`src/rtl/m92_pkg.sv`:
```
// Shared constants and types for the M92 main/sound CPU mailbox.
package m92_pkg;

  localparam logic [7:0] SND_CMD_IO   = 8'h00;
  localparam logic [7:0] SND_REPLY_IO = 8'h08;
  localparam int         INT_SOUND    = 3;

  typedef struct packed {
    logic overrun;
    logic reply_pending;
    logic cmd_pending;
  } snd_status_t;

endpackage

```
`src/rtl/m92_strobe_edge.sv`:
```
// Registered rising-edge detector; clr forces the history low and masks the edge.
module m92_strobe_edge (
  input  logic clk,
  input  logic rst_n,
  input  logic clr,
  input  logic strobe,
  output logic rise
);

  logic prev_q;
  logic prev_d;

  always_comb begin
    prev_d = clr ? 1'b0 : strobe;
  end

  always_ff @(posedge clk or negedge rst_n) begin
    if (!rst_n) prev_q <= 1'b0;
    else        prev_q <= prev_d;
  end

  assign rise = strobe & ~prev_q & ~clr;

endmodule

```
`src/rtl/m92_sound_comm.sv`:
```
// Command/reply mailbox between the M92 V30 and the sound CPU, with the
// sound-side command interrupt and the main-side reply interrupt.
module m92_sound_comm
  import m92_pkg::*;
#(
  parameter int LATCH_W      = 16,
  parameter bit REPLY_IRQ_EN = 1'b1
) (
  input  logic               clk_sys,
  input  logic               reset_n,
  input  logic               main_wr,
  input  logic [1:0]         main_be,
  input  logic [LATCH_W-1:0] main_din,
  input  logic               main_rd,
  output logic [LATCH_W-1:0] main_dout,
  output logic               main_irq,
  output logic [2:0]         main_status,
  input  logic               snd_reset_n,
  input  logic               snd_rd,
  output logic [LATCH_W-1:0] snd_dout,
  input  logic               snd_wr,
  input  logic [LATCH_W-1:0] snd_din,
  output logic               snd_irq,
  input  logic               snd_irq_ack
);

  logic main_wr_rise, main_rd_rise, snd_rd_rise, snd_wr_rise, snd_ack_rise;
  logic snd_clr;

  assign snd_clr = ~snd_reset_n;

  m92_strobe_edge u_main_wr (.clk(clk_sys), .rst_n(reset_n), .clr(1'b0),    .strobe(main_wr),     .rise(main_wr_rise));
  m92_strobe_edge u_main_rd (.clk(clk_sys), .rst_n(reset_n), .clr(1'b0),    .strobe(main_rd),     .rise(main_rd_rise));
  m92_strobe_edge u_snd_rd  (.clk(clk_sys), .rst_n(reset_n), .clr(snd_clr), .strobe(snd_rd),      .rise(snd_rd_rise));
  m92_strobe_edge u_snd_wr  (.clk(clk_sys), .rst_n(reset_n), .clr(snd_clr), .strobe(snd_wr),      .rise(snd_wr_rise));
  m92_strobe_edge u_snd_ack (.clk(clk_sys), .rst_n(reset_n), .clr(snd_clr), .strobe(snd_irq_ack), .rise(snd_ack_rise));

  logic [LATCH_W-1:0] cmd_q, cmd_d, reply_q, reply_d, defer_data_q, defer_data_d;
  logic [1:0]         defer_be_q, defer_be_d;
  logic               cmd_pending_q, cmd_pending_d, reply_pending_q, reply_pending_d;
  logic               overrun_q, overrun_d, snd_irq_q, snd_irq_d, defer_q, defer_d;
  snd_status_t        status;

  // Byte-lane merge: be[0] covers bits 7:0, be[1] everything above.
  function automatic logic [LATCH_W-1:0] merge_bytes(input logic [LATCH_W-1:0] old_v,
                                                     input logic [LATCH_W-1:0] new_v,
                                                     input logic [1:0]         be);
    logic [LATCH_W-1:0] res;
    for (int b = 0; b < LATCH_W; b++) begin
      res[b] = ((b < 8) ? be[0] : be[1]) ? new_v[b] : old_v[b];
    end
    return res;
  endfunction

  always_comb begin
    cmd_d           = cmd_q;
    reply_d         = reply_q;
    defer_data_d    = defer_data_q;
    defer_be_d      = defer_be_q;
    defer_d         = defer_q;
    cmd_pending_d   = cmd_pending_q;
    reply_pending_d = reply_pending_q;
    overrun_d       = overrun_q;
    snd_irq_d       = snd_irq_q;

    if (main_rd_rise) begin
      reply_pending_d = 1'b0;
      overrun_d       = 1'b0;
    end
    if (snd_wr_rise) begin
      reply_d         = snd_din;
      reply_pending_d = 1'b1;
    end

    if (!snd_reset_n) begin
      cmd_pending_d = 1'b0;
      snd_irq_d     = 1'b0;
      if (main_wr_rise) begin
        defer_d      = 1'b1;
        defer_data_d = merge_bytes(defer_data_q, main_din, main_be);
        defer_be_d   = defer_be_q | main_be;
      end
    end else begin
      if (snd_rd_rise || snd_ack_rise) snd_irq_d = 1'b0;
      if (snd_rd_rise) cmd_pending_d = 1'b0;
      // A write held back during sound reset lands on the first cycle out of it.
      if (defer_q) begin
        cmd_d         = merge_bytes(cmd_q, defer_data_q, defer_be_q);
        cmd_pending_d = 1'b1;
        snd_irq_d     = 1'b1;
        defer_d       = 1'b0;
        defer_be_d    = 2'b00;
      end
      if (main_wr_rise) begin
        if ((cmd_pending_q && !snd_rd_rise) || defer_q) overrun_d = 1'b1;
        cmd_d         = merge_bytes(cmd_d, main_din, main_be);
        cmd_pending_d = 1'b1;
        snd_irq_d     = 1'b1;
      end
    end
  end

  always_ff @(posedge clk_sys or negedge reset_n) begin
    if (!reset_n) begin
      cmd_q           <= '0;
      reply_q         <= '0;
      defer_data_q    <= '0;
      defer_be_q      <= 2'b00;
      defer_q         <= 1'b0;
      cmd_pending_q   <= 1'b0;
      reply_pending_q <= 1'b0;
      overrun_q       <= 1'b0;
      snd_irq_q       <= 1'b0;
    end else begin
      cmd_q           <= cmd_d;
      reply_q         <= reply_d;
      defer_data_q    <= defer_data_d;
      defer_be_q      <= defer_be_d;
      defer_q         <= defer_d;
      cmd_pending_q   <= cmd_pending_d;
      reply_pending_q <= reply_pending_d;
      overrun_q       <= overrun_d;
      snd_irq_q       <= snd_irq_d;
    end
  end

  always_comb begin
    status.overrun       = overrun_q;
    status.reply_pending = reply_pending_q;
    status.cmd_pending   = cmd_pending_q;
  end

  assign main_status = status;
  assign main_dout   = reply_q;
  assign snd_dout    = cmd_q;
  assign snd_irq     = snd_irq_q;
  assign main_irq    = reply_pending_q & REPLY_IRQ_EN;

endmodule

```
`config.mk`:
```
export PLATFORM = sky130hd
export DESIGN_NAME = m92_sound_comm
export DESIGN_NICKNAME = d
export VERILOG_FILES = /design/src/rtl/m92_pkg.sv /design/src/rtl/m92_strobe_edge.sv /design/src/rtl/m92_sound_comm.sv
export SDC_FILE = /design/constraint.sdc
export NUM_CORES = 1
export LEC_CHECK = 0
export ABC_AREA = 1
export CAP_MARGIN = 20
export CORE_AREA = 5 5 121 66
export CTS_CLUSTER_DIAMETER = 200
export CTS_CLUSTER_SIZE = 14
export DETAILED_ROUTE_END_ITERATION = 16
export DIE_AREA = 0 0 126 71
export GPL_TIMING_DRIVEN = 1
export PLACE_DENSITY = 0.68
export SKIP_LAST_GASP = 1
export SLEW_MARGIN = 30
export SYNTH_ARGS = -nofsm -noshare
export SYNTH_HDL_FRONTEND = slang
export SYNTH_SLANG_ARGS = --single-unit
```
`constraint.sdc`:
```
create_clock -name clk_sys -period 2.1 [get_ports clk_sys]
set_input_delay 0.63 -clock clk_sys [delete_from_list [all_inputs] [get_ports clk_sys]]
set_output_delay 0.63 -clock clk_sys [all_outputs]
set_load 0.03 [all_outputs]
```
==> results.ini, run 1 <==
[status]
outcome = finished, final reports clean

[grt]
grt_pass1_wl_mm = 11.8
met3_usage = 0.0656
gr-total-overflow = 0
met2_usage = 0.221
grt_use_total = 0.168
grt_start_max_net_pins = 34
grt_pass1_vias = 2403
top_usage_layer = met1
gr-usage-met1 = 0.249
antenna_found_initial = 0

[sta]
fin_crit_sh = 0.973
finalHoldViolations = 0
fin_crit_ns = 2.04
setup_viol = 0
setup_ws_ns = 0.0565
tightest_slew_ns = 0.577
fmaxAchievable_mhz = 489
rsz0062_at_grt = false
final.setup.tns_ns = 0
slew_viol_final = 0
clock_skew_ns = 0.00386
relSlewSlack = 0.615

[route]
wl_per_cell_um = 13.7
routed_via_density = 4.72
vias = 2425
wl_mm = 7.06
drt_pre_antenna_iters = 4
drtIter0Drc = 156
drc_errors = 0
ant_nets = 0

[die]
start_util = 0.407
ios = 79
die_width_um = 126
fp.dieArea_um2 = 8950
rows = 22
core-area_um2 = 6940
die_height_um = 71

[hold_path]
hold_path_class = input pin to asynchronous set/reset pin

[power]
power_density_nw_per_um2 = 1010
power_leakage_nw = 1.99
finalPower_mw = 4.07
peakVddDrop_v = 0.000463

[cells_and_area]
n_fill_cell = 624
areaGrowthSynthToFinish_pct = 42.2
seq_area_um2 = 1500
fin_area_um2 = 4020
final_core_util = 0.579
multi_input_area_um2 = 1000
drive_above_1_share = 0.117
num_antenna_cells = 0
fin_nets = 455

[worst_setup_path]
cp_max_fo = 3
reg2reg_from = defer_q
cp_cell_sequence = clkdlybuf4s50_1
worst_path_max_delay_cell = clkdlybuf4s50_1
path_delay_family = buffers and inverters
cp-startpoint = snd_dout[5]
path_buf_inv = 1
cp.required_ns = 1.47
critPathMaxStageDelay_ns = 0.70
path_class = flop to output port
startpoint_type = flop
cp.arrival_ns = 1.41
endpoint_kind = output port

[yosys]
yosysSeqAreaShare = 0.531
synthCells = 334
synth_cell_types = 20
ys_seq_elements = 60
synthesis.area_um2 = 2830
yosys_warnings = 0
synth_nets = 376
syn_avg_cell_area_um2 = 8.46

[cts]
clkLatencyLatePin_ns = 0.33
cts_resized = 0
h-tree-depth = 3
cts_sinks = 60
postCtsSetupBuffers = 0
cts_tree = yes
root_buffer = clkbuf_16
cts.reportedPaths.clkPinSlew_ns = 0.05
cts_buffer_depth = 2
cts_hold_buffers = 0
numCtsBuffers = 9

[place]
place_hpwl_mm = 5.16
placed_area_um2 = 3680
place_ws_ns = 0.0813
io_buffers = 78
place_congestion = 0.828

[flow_run]
max_cap_viol_count = 0

==> registers in the layout, summed over array words and instances (netlist names), 2 cells and up <==
register and flops:
main_dout 16, snd_dout 16, defer_be_q 2, defer_data_q 16
==> cells in the mapped netlist, drive strengths merged <==
cell,instances,area (µm²)
buf,18,149
inv,43,161
nand3,71,365
nor2,3,13.8
a21oi,1,5.00
or2,1,6.26
clkbuf,3,11.3
nand2,98,370
nand4,1,6.26
dfrtp,60,1500
o21ai,35,235
==> stage by stage <==
step                hold slack (ns)  instances
finish                        0.299        514
CTS                           0.308        514
detailed placement            0.471        498
global placement              0.466        498
global route                  0.330        514
floorplan                     0.334        334
==> placed cells by master (no fill, tap or decap), types with 3 or more instances in the layout <==
cell type	n
dfrtp_1	60
o21ai_1	4
inv_1	42
buf_4	8
nand2_1	97
o21ai_0	15
buf_12	3
nand3_1	69
o21ai_2	16
clkdlybuf4s50_1	77
clkbuf_16	9
==> where the power goes <==
part	switching [mW]	internal (mW)	total, mW
Combinational	0.545	0.424	0.968
Sequential	0.140	1.35	1.49
Clock	0.517	1.10	1.62
==> path summary, 6_finish.rpt <==
kind	depth (start not counted)	to	slack, ns
max in group asynchronous	2	u_main_wr.prev_q	1.28
min in group clk_sys	2	main_dout[6]	0.48
worst min register to register	2	main_dout[6]	0.48
worst max-delay path	1	snd_dout[5]	0.06
worst max register to register	5	snd_dout[11]	0.69
worst min-delay path	1	main_dout[8]	0.30
==> metal layers <==
| metal | routed length, µm | vias up | part of all wire |
|---|---|---|---|
| li1 | - | 1217 | - |
| met1 | 3480 | 1107 | 0.49 |
| met2 | 2840 | 93 | 0.40 |
| met3 | 663 | 8 | 0.094 |
| met4 | 74 | 0 | 0.010 |
| met5 | 0 | - | 0 |
==> area by class of cell <==
cell class,instances,share of cell area
multi-input combinational,210,0.249
clock buffer,11,0.0629
tap,96,0.0299
clock inverter,5,0.0209
sequential,60,0.374
timing repair buffer,89,0.223
inverter,43,0.0402
==> kinds of logic (layout without fill, tap and decap cells) <==
family	count (synthesis)	after routing	share of synthesized area
simple gates	174	174	0.270
flops	60	60	0.531
buf+inv	64	148	0.114
compound gates	36	36	0.0850
(Power assumes the default switching activity.)
==> run 2: changes to the inputs <==
--- a/config.mk
+++ b/config.mk
@@ -19,3 +19,4 @@
 export SYNTH_ARGS = -nofsm -noshare
 export SYNTH_HDL_FRONTEND = slang
 export SYNTH_SLANG_ARGS = --single-unit
+export TNS_END_PERCENT = 20
==> results of run 2 <==
No change in the layout: final DEF, timing and power equal those of run 1.
